### src/rtl/pll_lock_reset_seq_pkg.sv
// Shared definitions for the PLL lock / fabric reset supervisor.
//   pll_state_t    : sequencer states, PWRDN is the reset state
//   LOCK_LOSS_MAX  : saturation value of the lock-loss counter
//   cnt_w_fits()   : elaboration-time check that the shared timer is wide
//                    enough for every programmed cycle count
package pll_seq_pkg;

    typedef enum logic [2:0] {
        PWRDN     = 3'd0,
        WAIT_LOCK = 3'd1,
        STABLE    = 3'd2,
        RUN       = 3'd3,
        FAULT     = 3'd4
    } pll_state_t;

    localparam logic [7:0] LOCK_LOSS_MAX = 8'hFF;

    // The timer only ever needs to reach (count - 1), so a count of exactly
    // 2**cnt_w still fits.
    function automatic bit cnt_w_fits(input int cnt_w, input int pwrdn_cycles,
                                      input int lock_timeout, input int stable_cycles);
        longint lim;
        lim = longint'(1) << cnt_w;
        return (longint'(pwrdn_cycles) <= lim) && (longint'(lock_timeout) <= lim)
            && (longint'(stable_cycles) <= lim);
    endfunction

endpackage

### src/rtl/pll_lock_reset_seq_sync_2ff.sv
// Generic two-flop synchronizer with asynchronous active-low reset.
//   clk   : destination clock
//   rst_n : asynchronous active-low reset, clears both stages to 0
//   d     : asynchronous input
//   q     : synchronized output, two clk edges behind d
module sync_2ff #(
    parameter int WIDTH = 1
) (
    input  logic             clk,
    input  logic             rst_n,
    input  logic [WIDTH-1:0] d,
    output logic [WIDTH-1:0] q
);

    logic [WIDTH-1:0] meta;

    always_ff @(posedge clk or negedge rst_n) begin
        if (!rst_n) begin
            meta <= '0;
            q    <= '0;
        end else begin
            meta <= d;
            q    <= meta;
        end
    end

endmodule

### src/rtl/pll_lock_reset_seq.sv
// Power-up and lock supervisor for the fabric PLL. Powers the PLL up, waits
// for lock to hold continuously for STABLE_CYCLES, then releases the fabric
// reset. Lock loss in RUN re-asserts the fabric reset and power-cycles the
// PLL; lock timeouts are retried up to MAX_RETRIES before a sticky fault.
// Runs on the free-running reference oscillator, never on the PLL output.
//   clk             : free-running reference clock
//   rst_n           : asynchronous active-low reset
//   enable          : 1 = run the sequence, 0 = hold PLL down and fabric in reset
//   pll_lock        : raw PLL lock, asynchronous to clk
//   pll_powerdown_n : to PLL, 0 = powered down
//   fabric_reset_n  : active-low reset for PLL-clocked logic
//   ready           : high in RUN only
//   fault           : sticky, retries exhausted
//   retry_cnt       : failed lock attempts since last RUN or enable low
//   lock_loss_cnt   : lock losses seen in RUN, saturating at 255
module pll_lock_reset_seq
    import pll_seq_pkg::*;
#(
    parameter int PWRDN_CYCLES  = 16,
    parameter int LOCK_TIMEOUT  = 65535,
    parameter int STABLE_CYCLES = 1024,
    parameter int MAX_RETRIES   = 3,
    parameter int CNT_W         = 16
) (
    input  logic       clk,
    input  logic       rst_n,
    input  logic       enable,
    input  logic       pll_lock,
    output logic       pll_powerdown_n,
    output logic       fabric_reset_n,
    output logic       ready,
    output logic       fault,
    output logic [1:0] retry_cnt,
    output logic [7:0] lock_loss_cnt
);

    localparam logic [CNT_W-1:0] PWRDN_LAST   = CNT_W'(PWRDN_CYCLES - 1);
    localparam logic [CNT_W-1:0] TIMEOUT_LAST = CNT_W'(LOCK_TIMEOUT - 1);
    localparam logic [CNT_W-1:0] STABLE_LAST  = CNT_W'(STABLE_CYCLES - 1);
    localparam logic [1:0]       RETRY_LIMIT  = 2'(MAX_RETRIES);

    if (!cnt_w_fits(CNT_W, PWRDN_CYCLES, LOCK_TIMEOUT, STABLE_CYCLES)) begin : g_bad_cnt_w
        $error("pll_lock_reset_seq: CNT_W=%0d is too narrow for the programmed cycle counts", CNT_W);
    end
    if (PWRDN_CYCLES < 2 || MAX_RETRIES < 1 || MAX_RETRIES > 3) begin : g_bad_params
        $error("pll_lock_reset_seq: PWRDN_CYCLES must be >= 2 and MAX_RETRIES within 1..3");
    end

    pll_state_t       state;
    pll_state_t       state_nxt;
    logic [CNT_W-1:0] timer;
    logic [CNT_W-1:0] timer_nxt;
    logic [1:0]       retry_nxt;
    logic [1:0]       retry_inc;
    logic [7:0]       lock_loss_nxt;
    logic             lock_s;
    logic             pd_nxt;
    logic             frst_nxt;
    logic             ready_nxt;
    logic             fault_nxt;

    sync_2ff #(.WIDTH(1)) u_lock_sync (
        .clk   (clk),
        .rst_n (rst_n),
        .d     (pll_lock),
        .q     (lock_s)
    );

    // State register. Outputs are registered from the next-state decode so
    // they switch on the same edge as the state itself.
    always_ff @(posedge clk or negedge rst_n) begin
        if (!rst_n) begin
            state           <= PWRDN;
            timer           <= '0;
            retry_cnt       <= '0;
            lock_loss_cnt   <= '0;
            pll_powerdown_n <= 1'b0;
            fabric_reset_n  <= 1'b0;
            ready           <= 1'b0;
            fault           <= 1'b0;
        end else begin
            state           <= state_nxt;
            timer           <= timer_nxt;
            retry_cnt       <= retry_nxt;
            lock_loss_cnt   <= lock_loss_nxt;
            pll_powerdown_n <= pd_nxt;
            fabric_reset_n  <= frst_nxt;
            ready           <= ready_nxt;
            fault           <= fault_nxt;
        end
    end

    // Next-state logic. enable low overrides every transition. A lock that
    // arrives on the timeout cycle wins because it is tested first.
    always_comb begin
        state_nxt     = state;
        timer_nxt     = timer;
        retry_nxt     = retry_cnt;
        lock_loss_nxt = lock_loss_cnt;
        retry_inc     = retry_cnt + 2'd1;

        if (!enable) begin
            state_nxt = PWRDN;
            timer_nxt = '0;
            retry_nxt = '0;
        end else begin
            case (state)
                PWRDN: begin
                    if (timer == PWRDN_LAST) begin
                        state_nxt = WAIT_LOCK;
                        timer_nxt = '0;
                    end else begin
                        timer_nxt = timer + CNT_W'(1);
                    end
                end
                WAIT_LOCK: begin
                    if (lock_s) begin
                        state_nxt = STABLE;
                        timer_nxt = '0;
                    end else if (timer == TIMEOUT_LAST) begin
                        retry_nxt = retry_inc;
                        timer_nxt = '0;
                        state_nxt = (retry_inc == RETRY_LIMIT) ? FAULT : PWRDN;
                    end else begin
                        timer_nxt = timer + CNT_W'(1);
                    end
                end
                STABLE: begin
                    // Any dropout restarts both the stable count and the
                    // lock timeout without charging a retry.
                    if (!lock_s) begin
                        state_nxt = WAIT_LOCK;
                        timer_nxt = '0;
                    end else if (timer == STABLE_LAST) begin
                        state_nxt = RUN;
                        timer_nxt = '0;
                        retry_nxt = '0;
                    end else begin
                        timer_nxt = timer + CNT_W'(1);
                    end
                end
                RUN: begin
                    if (!lock_s) begin
                        state_nxt = PWRDN;
                        timer_nxt = '0;
                        if (lock_loss_cnt != LOCK_LOSS_MAX) begin
                            lock_loss_nxt = lock_loss_cnt + 8'd1;
                        end
                    end
                end
                FAULT: begin
                    state_nxt = FAULT;
                end
                default: begin
                    state_nxt = PWRDN;
                    timer_nxt = '0;
                end
            endcase
        end
    end

    // Output decode from the next state. Only RUN raises the fabric reset,
    // and RUN always powers the PLL, so the fabric is never released while
    // the PLL is powered down.
    always_comb begin
        pd_nxt    = 1'b0;
        frst_nxt  = 1'b0;
        ready_nxt = 1'b0;
        fault_nxt = 1'b0;
        case (state_nxt)
            WAIT_LOCK, STABLE: begin
                pd_nxt = 1'b1;
            end
            RUN: begin
                pd_nxt    = 1'b1;
                frst_nxt  = 1'b1;
                ready_nxt = 1'b1;
            end
            FAULT: begin
                fault_nxt = 1'b1;
            end
            default: begin
                pd_nxt = 1'b0;
            end
        endcase
    end

endmodule

### config.mk
export PLATFORM = sky130hd
export DESIGN_NAME = pll_lock_reset_seq
export DESIGN_NICKNAME = d
export VERILOG_FILES = /design/src/rtl/pll_lock_reset_seq_pkg.sv /design/src/rtl/pll_lock_reset_seq_sync_2ff.sv /design/src/rtl/pll_lock_reset_seq.sv
export SDC_FILE = /design/constraint.sdc
export NUM_CORES = 1
export LEC_CHECK = 0
export ABC_AREA = 0
export CORE_MARGIN = 3
export CORE_UTILIZATION = 52
export CTS_CLUSTER_SIZE = 28
export DETAILED_ROUTE_END_ITERATION = 7
export PLACE_DENSITY = 0.73
export SLEW_MARGIN = 20
export SYNTH_ARGS = -nofsm -noshare
export SYNTH_HDL_FRONTEND = slang
export SYNTH_HIERARCHICAL = 1
export SYNTH_SLANG_ARGS = --single-unit
### constraint.sdc
create_clock -name clk -period 3.6 [get_ports clk]
set_clock_uncertainty 0.2 [all_clocks]
set_input_delay 0.72 -clock clk [delete_from_list [all_inputs] [get_ports clk]]
set_output_delay 0.72 -clock clk [all_outputs]
set_load 0.01 [all_outputs]
# Word-level counts from Yosys, hierarchy flattened
# Cells that the tools add are included.
# op_classes
n_addsub,3
eq_ne,20
n_mux,26
bitwise_logic,1
n_reduce_logical,5
# ops
op,count
$mux 16,7
$pmux 16 s5,1
$mux 3,8
$add 16x1->16 const B,1
$eq 16x10->1 const B,1
$eq 16x16->1 const B,1
$eq 16x4->1 const B,1
$pmux 3 s5,1
$eq 3x2->1 const B,4
$ne 3x3->1 const B,4
$mux 2,5
$add 8x1->8 const B,1
$ne 8x8->1 const B,1
$eq 3x1->1 const B,2
$eq 3x3->1 const B,2
$reduce_and 5->1,1
$pmux 2 s2,1
$reduce_and 4->1,1
$logic_not 3->1,1
$mux 1,3
$ne 3x1->1 const B,1
$ne 3x2->1 const B,1
$reduce_or 3->1,1
$add 2x1->2 const B,1
other kinds (4),4
# totals
register_bits,34
out_inout_bits,14

# Depth between registers and ports, before layout
# Gate-level depths: netlist of the first run.
# depth
depth_word,10
mapped_depth,8
depth_no_buf,7

# By module
# Netlist of the first run, hierarchy kept.
# by_module_without_submodules
mod,n_inst,cells_each,area_per_inst_um2,seq_area_each_um2
pll_lock_reset_seq,1,218,1988.2,800.8
sync_2ff,1,2,50.0,50.0

# Worst setup path before layout of the first run
# OpenSTA, ideal clock, no wires.
# synth_timing
path_kind,input -> register
startpoint,input port enable
endpoint,register timer[11]
setup_time_ps,104
arrival_time_ps,1969
t_required_ps,3296
setup_slack_ps,1327
path_stages,6
n_path_buf,2
path_cell_list,clkbuf_1 nand2b_1 a21oi_1 o21ai_2 buf_4 o311ai_1
# synth_via
elab_chain_len,2
elab_cells_between_ends,4
cone_classes,eq/ne (2); mux (1); reduce/logical (1)
# synth_rtl
element,line_no,source
from (decl),pll_lock_reset_seq.sv:27,"input logic enable,"
$ne 3x3->1 (no line) / $ne 2x2->1 (equally long branches),--,
$reduce_and 2->1 (no line),--,
to (signal assigned),pll_lock_reset_seq.sv:83,timer <= timer_nxt;
to (decl),pll_lock_reset_seq.sv:51,logic [CNT_W-1:0] timer;
# Several ways; a longest one is shown, not always the timed one.
# A chain may end at the register's enable or synchronous reset.

# Worst setup path in the final report of the first run
# layout_timing
startpoint,register timer[2]
endpoint,register timer[7]
# layout_via
elab_chain_len,5
elab_cells_between_ends,11
cone_classes,add/sub (1); eq/ne (3); mux (7)
# layout_rtl
element,line_no,source
"$add 16x1->16, or another cell as far along","pll_lock_reset_seq.sv:113, pll_lock_reset_seq.sv:125, pll_lock_reset_seq.sv:139",
$mux 16 (on tied branches),"pll_lock_reset_seq.sv:134, pll_lock_reset_seq.sv:120",
$mux 16 (on tied branches),"pll_lock_reset_seq.sv:131, pll_lock_reset_seq.sv:117",
$pmux 16 s5 (*),pll_lock_reset_seq.sv:107,case (state)
$mux 16 (*),pll_lock_reset_seq.sv:102,if (!enable) begin
# Mark *: on every way between the ends. The rest lies on a longest branch, timed or not.

==> results of run 1 <==
## worst paths after layout
| path | slack (ps) | cells after the start | end |
|---|---|---|---|
| max | 920 | 5 | timer[7] |
| min | 150 | 0 | u_lock_sync/q |
| max reg2reg | 920 | 5 | timer[7] |
| min reg2reg | 150 | 0 | u_lock_sync/q |
| max in group asynchronous | 2250 | 2 | timer[10] |
| min in group asynchronous | 650 | 2 | state[1] |
## cell families after synthesis
kind of cell / Yosys count / share of synthesized area
flops: 34 / 0.417
compound gates: 46 / 0.152
fa+ha+maj: 4 / 0.0246
buf+inv: 20 / 0.0546
simple gates: 106 / 0.306
mux: 2 / 0.0104
xor+xnor: 8 / 0.0344
## sequential cells by signal, summed over array words and instances (netlist names)
signal / flops
state: 3
retry_cnt: 2
u_lock_sync/q: 1
pll_powerdown_n: 1
u_lock_sync/meta: 1
lock_loss_cnt: 8
fault: 1
ready: 1
timer: 16
## power by group through the flow
| stage | Sequential [mW] | Clock, mW | Combinational, mW |
|---|---|---|---|
| 3_5_place_dp | 0.398 | 0 | 0.0315 |
| 6_report | 0.391 | 0.285 | 0.0309 |
| 2_1_floorplan | 0.396 | 0 | 0.0173 |
| 5_1_grt | 0.391 | 0.314 | 0.0358 |
| 3_3_place_gp | 0.398 | 0 | 0.0316 |
| 4_1_cts | 0.391 | 0.295 | 0.0316 |
## cell usage after synthesis (2+ instances only)
library cell / instances / area share
dfrtp_1: 34 / 0.42
nand2_1: 24 / 0.044
nor2_1: 15 / 0.028
nand3_1: 13 / 0.032
nand4_1: 13 / 0.040
o21ai_0: 13 / 0.032
a21oi_1: 9 / 0.022
nor3_1: 7 / 0.017
inv_1: 6 / 0.011
buf_2: 5 / 0.012
a22oi_1: 4 / 0.015
buf_4: 4 / 0.015
ha_1: 4 / 0.025
nor2b_1: 4 / 0.012
o21a_1: 4 / 0.015
xnor2_1: 4 / 0.017
xor2_1: 4 / 0.017
and3_1: 3 / 0.0092
clkbuf_1: 3 / 0.0055
nand3b_1: 3 / 0.011
nor4_4: 3 / 0.031
or3_1: 3 / 0.0092
a211oi_1: 2 / 0.0074
a32oi_1: 2 / 0.0086
and4_1: 2 / 0.0086
buf_6: 2 / 0.011
nand4b_1: 2 / 0.0086
nor3b_1: 2 / 0.0074
nor4_1: 2 / 0.0061
o2111ai_1: 2 / 0.0086
o311ai_1: 2 / 0.0086
## through the flow
stage / std cells / total power [mW] / instance area [sq um] / hold WS (ps) / setup slack (ps)
2_1_floorplan: 220 / 0.413 / 2040 / 131 / 1330
3_3_place_gp: 274 / 0.429 / 2200 / 132 / 948
3_5_place_dp: 274 / 0.429 / 2200 / 136 / 912
4_1_cts: 282 / 0.717 / 2290 / 152 / 917
5_1_grt: 282 / 0.741 / 2290 / 171 / 697
6_report: 282 / 0.707 / 2290 / 149 / 917
## metal layers
metal | share of wire | GRT usage | up-vias
met1 | 0.47 | 0.279 | 795
met5 | 0 | 0 | -
li1 | - | - | 841
met4 | 0.020 | 0.0893 | 0
met3 | 0.043 | 0.0438 | 9
met2 | 0.47 | 0.312 | 37
## cell usage in the layout (no fill, tap or decap), types with 7 or more instances in the layout
cell / n
dfrtp_1: 34
nand2_1: 24
clkdlybuf4s50_1: 17
nor2_1: 15
nand4_1: 13
nand3_1: 13
o21ai_0: 13
a21oi_1: 9
nor3_1: 7
## worst register-to-register path, cell delays in order (launching register included)
cell and delay (ps):
dfrtp_1 480, nand4_1 430, nor4_4 500, o22ai_2 270
o21ai_2 460, o311ai_0 190
## layout make-up
type,count,area [sq um],share of cell area
well taps,48,60.1,0.0262
repair buffers,20,193,0.0840
multi-input cells,166,1080,0.469
clock inverters,1,5.00,0.00218
flip-flops and latches,34,851,0.371
inverters,6,22.5,0.00982
clock buffers,7,86.3,0.0376
==> impl_metrics.ini, run 1 <==
[power]
p_sw_frac = 0.221
intPower_uw = 551
power_frac_clock = 0.404
p_seq_frac = 0.553
irDropWorstVdd_mv = 0.231
power_leakage_nw = 0.939
power_density_mw_per_mm2 = 308
p_sw_uw = 156
combPwrFrac = 0.044

[yosys]
synth_area_sq_mm = 0.00204
synth_flop_cell = dfrtp_1
async_flop_share = 1.00
syn_avg_cell_area_sq_um = 9.26
ys_seq_elements = 34
synth_nets = 228
synth_edf_count = 0
netlist_instances = 220
ys_types = 51
ys_warn_count = 6
synth_seq_area_share = 0.417

[die]
dieArea_sq_mm = 0.00471
initial_utilization = 0.548
die_y_um = 68.6
ioPinCount = 18
core_sq_mm = 0.00372
num_rows = 22
die_x_um = 68.6

[worst_setup_path]
arrival_ps = 2620
crit_chain = nand4_1 > nor4_4 > o22ai_2 > o21ai_2 > o311ai_0
required_ps = 3540
crit_path_max_incr_delay_ps = 500
end_kind = flop
worst_setup_path_start_kind = flop
critical_path_class = reg -> reg
cp_top_family = simple AND/OR/NAND/NOR gates
worst-path-buf-inv = 0
r2r-start = timer[2]
crit_fanout = 13
critPathSlowestCell = nor4_4
crit_path_start = timer[2]

[global_route]
grt.total_usage = 0.205
first_global_vias = 1600
grt_max_degree = 35
gr-total-overflow = 0
antenna_found_initial = 0
grt_pass1_wl_mm = 7.30

[sta]
maxSlewViolCount = 0
period_needed_ps = 2680
setup_tns_ps = 0
finalCritPeriodShare = 0.745
rsz0062_at_grt = no
relSlewSlack = 0.500
worst_pin_slew_ps = 750
max_freq_mhz = 373
setup_viol = 0
hold_viol = 0

[detailed_routing]
drt-total-wl_mm = 4.19
routed_via_density = 5.96
drtAntennaViolNets = 0
drt-wirelength-per-cell_um = 14.8
first_iter_violations = 98
vias = 1682
drc_errors = 0
dr.pass1.iters = 4

[clock_tree]
htreeDepth = 2
numCtsBuffers = 5
cts_resized = 0
clk_pin_slew_worst_paths_ps = 70
cts-hold-fix-buffers = 0
cts_tree = yes
cts-root-buf = clkbuf_8
postCtsSetupBuffers = 0
insertion_delay_ps = 280
cts.sinks = 34
ctsLongestPathBuffers = 2

[placement]
port_buffers = 17
gp_congestion = 0.857
hpwlAfterDp_mm = 2.97

[hold_path]
hold_path.startpoint = u_lock_sync/meta
hp-class = reg -> reg

[finish]
drive_above_1_share = 0.0769
final_nets = 241
antenna_cells = 0
final_core_util = 0.617
fillers = 330
areaGrowthSynthToFinish_pct = 12.5

[flow_run]
cap_viol_max_count = 0

[run_status]
status = completed
(Power assumes the default switching activity.)
==> run 2: changes to the inputs <==
Settings changed: PLACE_DENSITY 0.73 to 0.76.
Clock period 3.6 ns to 2.3 ns, I/O delays scaled along.
==> run 2 against run 1 <==
Compared with the run above:
- cell count grew 11%
- design area grew 12%
- count of clock-buffer cells in the layout unchanged
- clock power up 58%
- register-to-register slack worse by 860 ps
- wire length rose by 10%
- largest cell class unchanged
- sequential share of layout area fell by 4.0 points
==> impl_metrics.ini, run 2 (synthesized netlist as in run 1, its figures left out) <==
[global_route]
gr-total-overflow = 0
grt.total_usage = 0.215
grt_max_degree = 35
grt_pass1_wl_mm = 7.56
first_global_vias = 1595
antenna_found_initial = 0

[worst_setup_path]
critPathSlowestCell = or4_4
critical_path_class = reg -> reg
worst-path-buf-inv = 1
crit_path_max_incr_delay_ps = 560
worst_setup_path_start_kind = flop
required_ps = 2250
r2r_slack_ps = 60
crit_chain = or4_4 > nor4_4 > o22ai_2 > o21ai_4 > buf_4 > o311ai_1
crit_fanout = 6
arrival_ps = 2190
cp_top_family = simple AND/OR/NAND/NOR gates
end_kind = flop

[clock_tree]
htreeDepth = 2
cts_tree = yes
cts-root-buf = clkbuf_8
ctsLongestPathBuffers = 2
cts.sinks = 34
clk_pin_slew_worst_paths_ps = 70
insertion_delay_ps = 290
cts-hold-fix-buffers = 0
numCtsBuffers = 5

[finish]
largest_reg_flops = 16
antenna_cells = 0
fillers = 276
top_regs = timer x16, lock_loss_cnt x8, state x3
areaGrowthSynthToFinish_pct = 26.2
largest-register = timer
final_nets = 271
seq_area_sq_um = 851
layout_common_cells = dfrtp_1, buf_4, nand2_1
final_common_cell = dfrtp_1
drive_above_1_share = 0.205
multi_input_area_sq_mm = 0.00111
final_area_sq_mm = 0.00257

[detailed_routing]
first_iter_violations = 149
vias = 1865
drtAntennaViolNets = 0
drt-total-wl_mm = 4.62
drt-wirelength-per-cell_um = 14.8
dr.pass1.iters = 4
routed_via_density = 5.98
drc_errors = 0

[power]
power_leakage_nw = 1.10
irDropWorstVdd_mv = 0.329
power_density_mw_per_mm2 = 437
report.power.total_mw = 1.12

[sta]
hold_viol = 0
setup_viol = 0
relSlewSlack = 0.701
rsz0062_at_grt = yes
worst_pin_slew_ps = 447
max_freq_mhz = 447
maxSlewViolCount = 0
period_needed_ps = 2240
finalCritPeriodShare = 0.973

[placement]
placed_cell_area_sq_mm = 0.00239
port_buffers = 17
gp_congestion = 0.908
hpwlAfterDp_mm = 3.23

[die]
die_y_um = 68.6
ioPinCount = 18
num_rows = 22
dieArea_sq_mm = 0.00471
initial_utilization = 0.548
die_x_um = 68.6
core_sq_mm = 0.00372

[run_status]
status = completed

[hold_path]
hp-class = reg -> reg

[flow_run]
cap_viol_max_count = 0
-- run 2: worst paths after layout --
| kind | cells past startpoint | from | end |
|---|---|---|---|
| max reg2reg | 6 | timer[8] | timer[11] |
| max | 6 | timer[8] | timer[11] |
| min | 0 | u_lock_sync/meta | u_lock_sync/q |
| min in group asynchronous | 2 | rst_n | timer[6] |
| min reg2reg | 0 | u_lock_sync/meta | u_lock_sync/q |
| max in group asynchronous | 2 | rst_n | u_lock_sync/q |
-- run 2: timing repair --
action                     in CTS  in global routing
setup endpoints to repair       7                 15
hold endpoints to repair        0                  0
pin swaps                       3                  5
resized for setup               1                  8
buffers inserted                0                  6
-- run 2: through the flow --
stage	utilization	setup WS [ps]	hold WS [ps]	instances	setup TNS, ps
after floorplan	-	48.9	-35.6	220	0
after global placement	0.644	25.4	133	298	0
after detailed placement	0.644	-51.3	142	298	-206
after CTS	0.671	18.6	157	306	0
after global routing	0.692	-32.8	168	312	-77.4
final	0.692	61.7	154	312	0
-- run 2: metal layers --
metal  wire [um]  GRT usage  share of wire
met5           0          0              0
met2        2180      0.333           0.47
met3         271     0.0502          0.059
met4          51     0.0620          0.011
met1        2120      0.299           0.46
-- run 2: final cells by class --
cell class,instances,share of cell area
multi-input cells,166,0.433
well taps,48,0.0234
inverters,6,0.00876
clock buffers,7,0.0336
repair buffers,50,0.169
flip-flops and latches,34,0.331
clock inverters,1,0.00195
-- run 2: where the power goes --
part / internal, mW / total [mW] / switching [mW] / leakage [nW]
Sequential: 0.604 / 0.610 / 0.00558 / 0.468
Combinational: 0.0264 / 0.0642 / 0.0378 / 0.587
Clock: 0.241 / 0.450 / 0.209 / 0.0482
Total: 0.872 / 1.12 / 0.253 / 1.10
-- run 2: worst register-to-register path, cell delays in order (launching register included) --
cell      delay, ps
dfrtp_1         390
or4_4           560
nor4_4          330
o22ai_2         140
o21ai_4         240
buf_4           160
o311ai_1         80
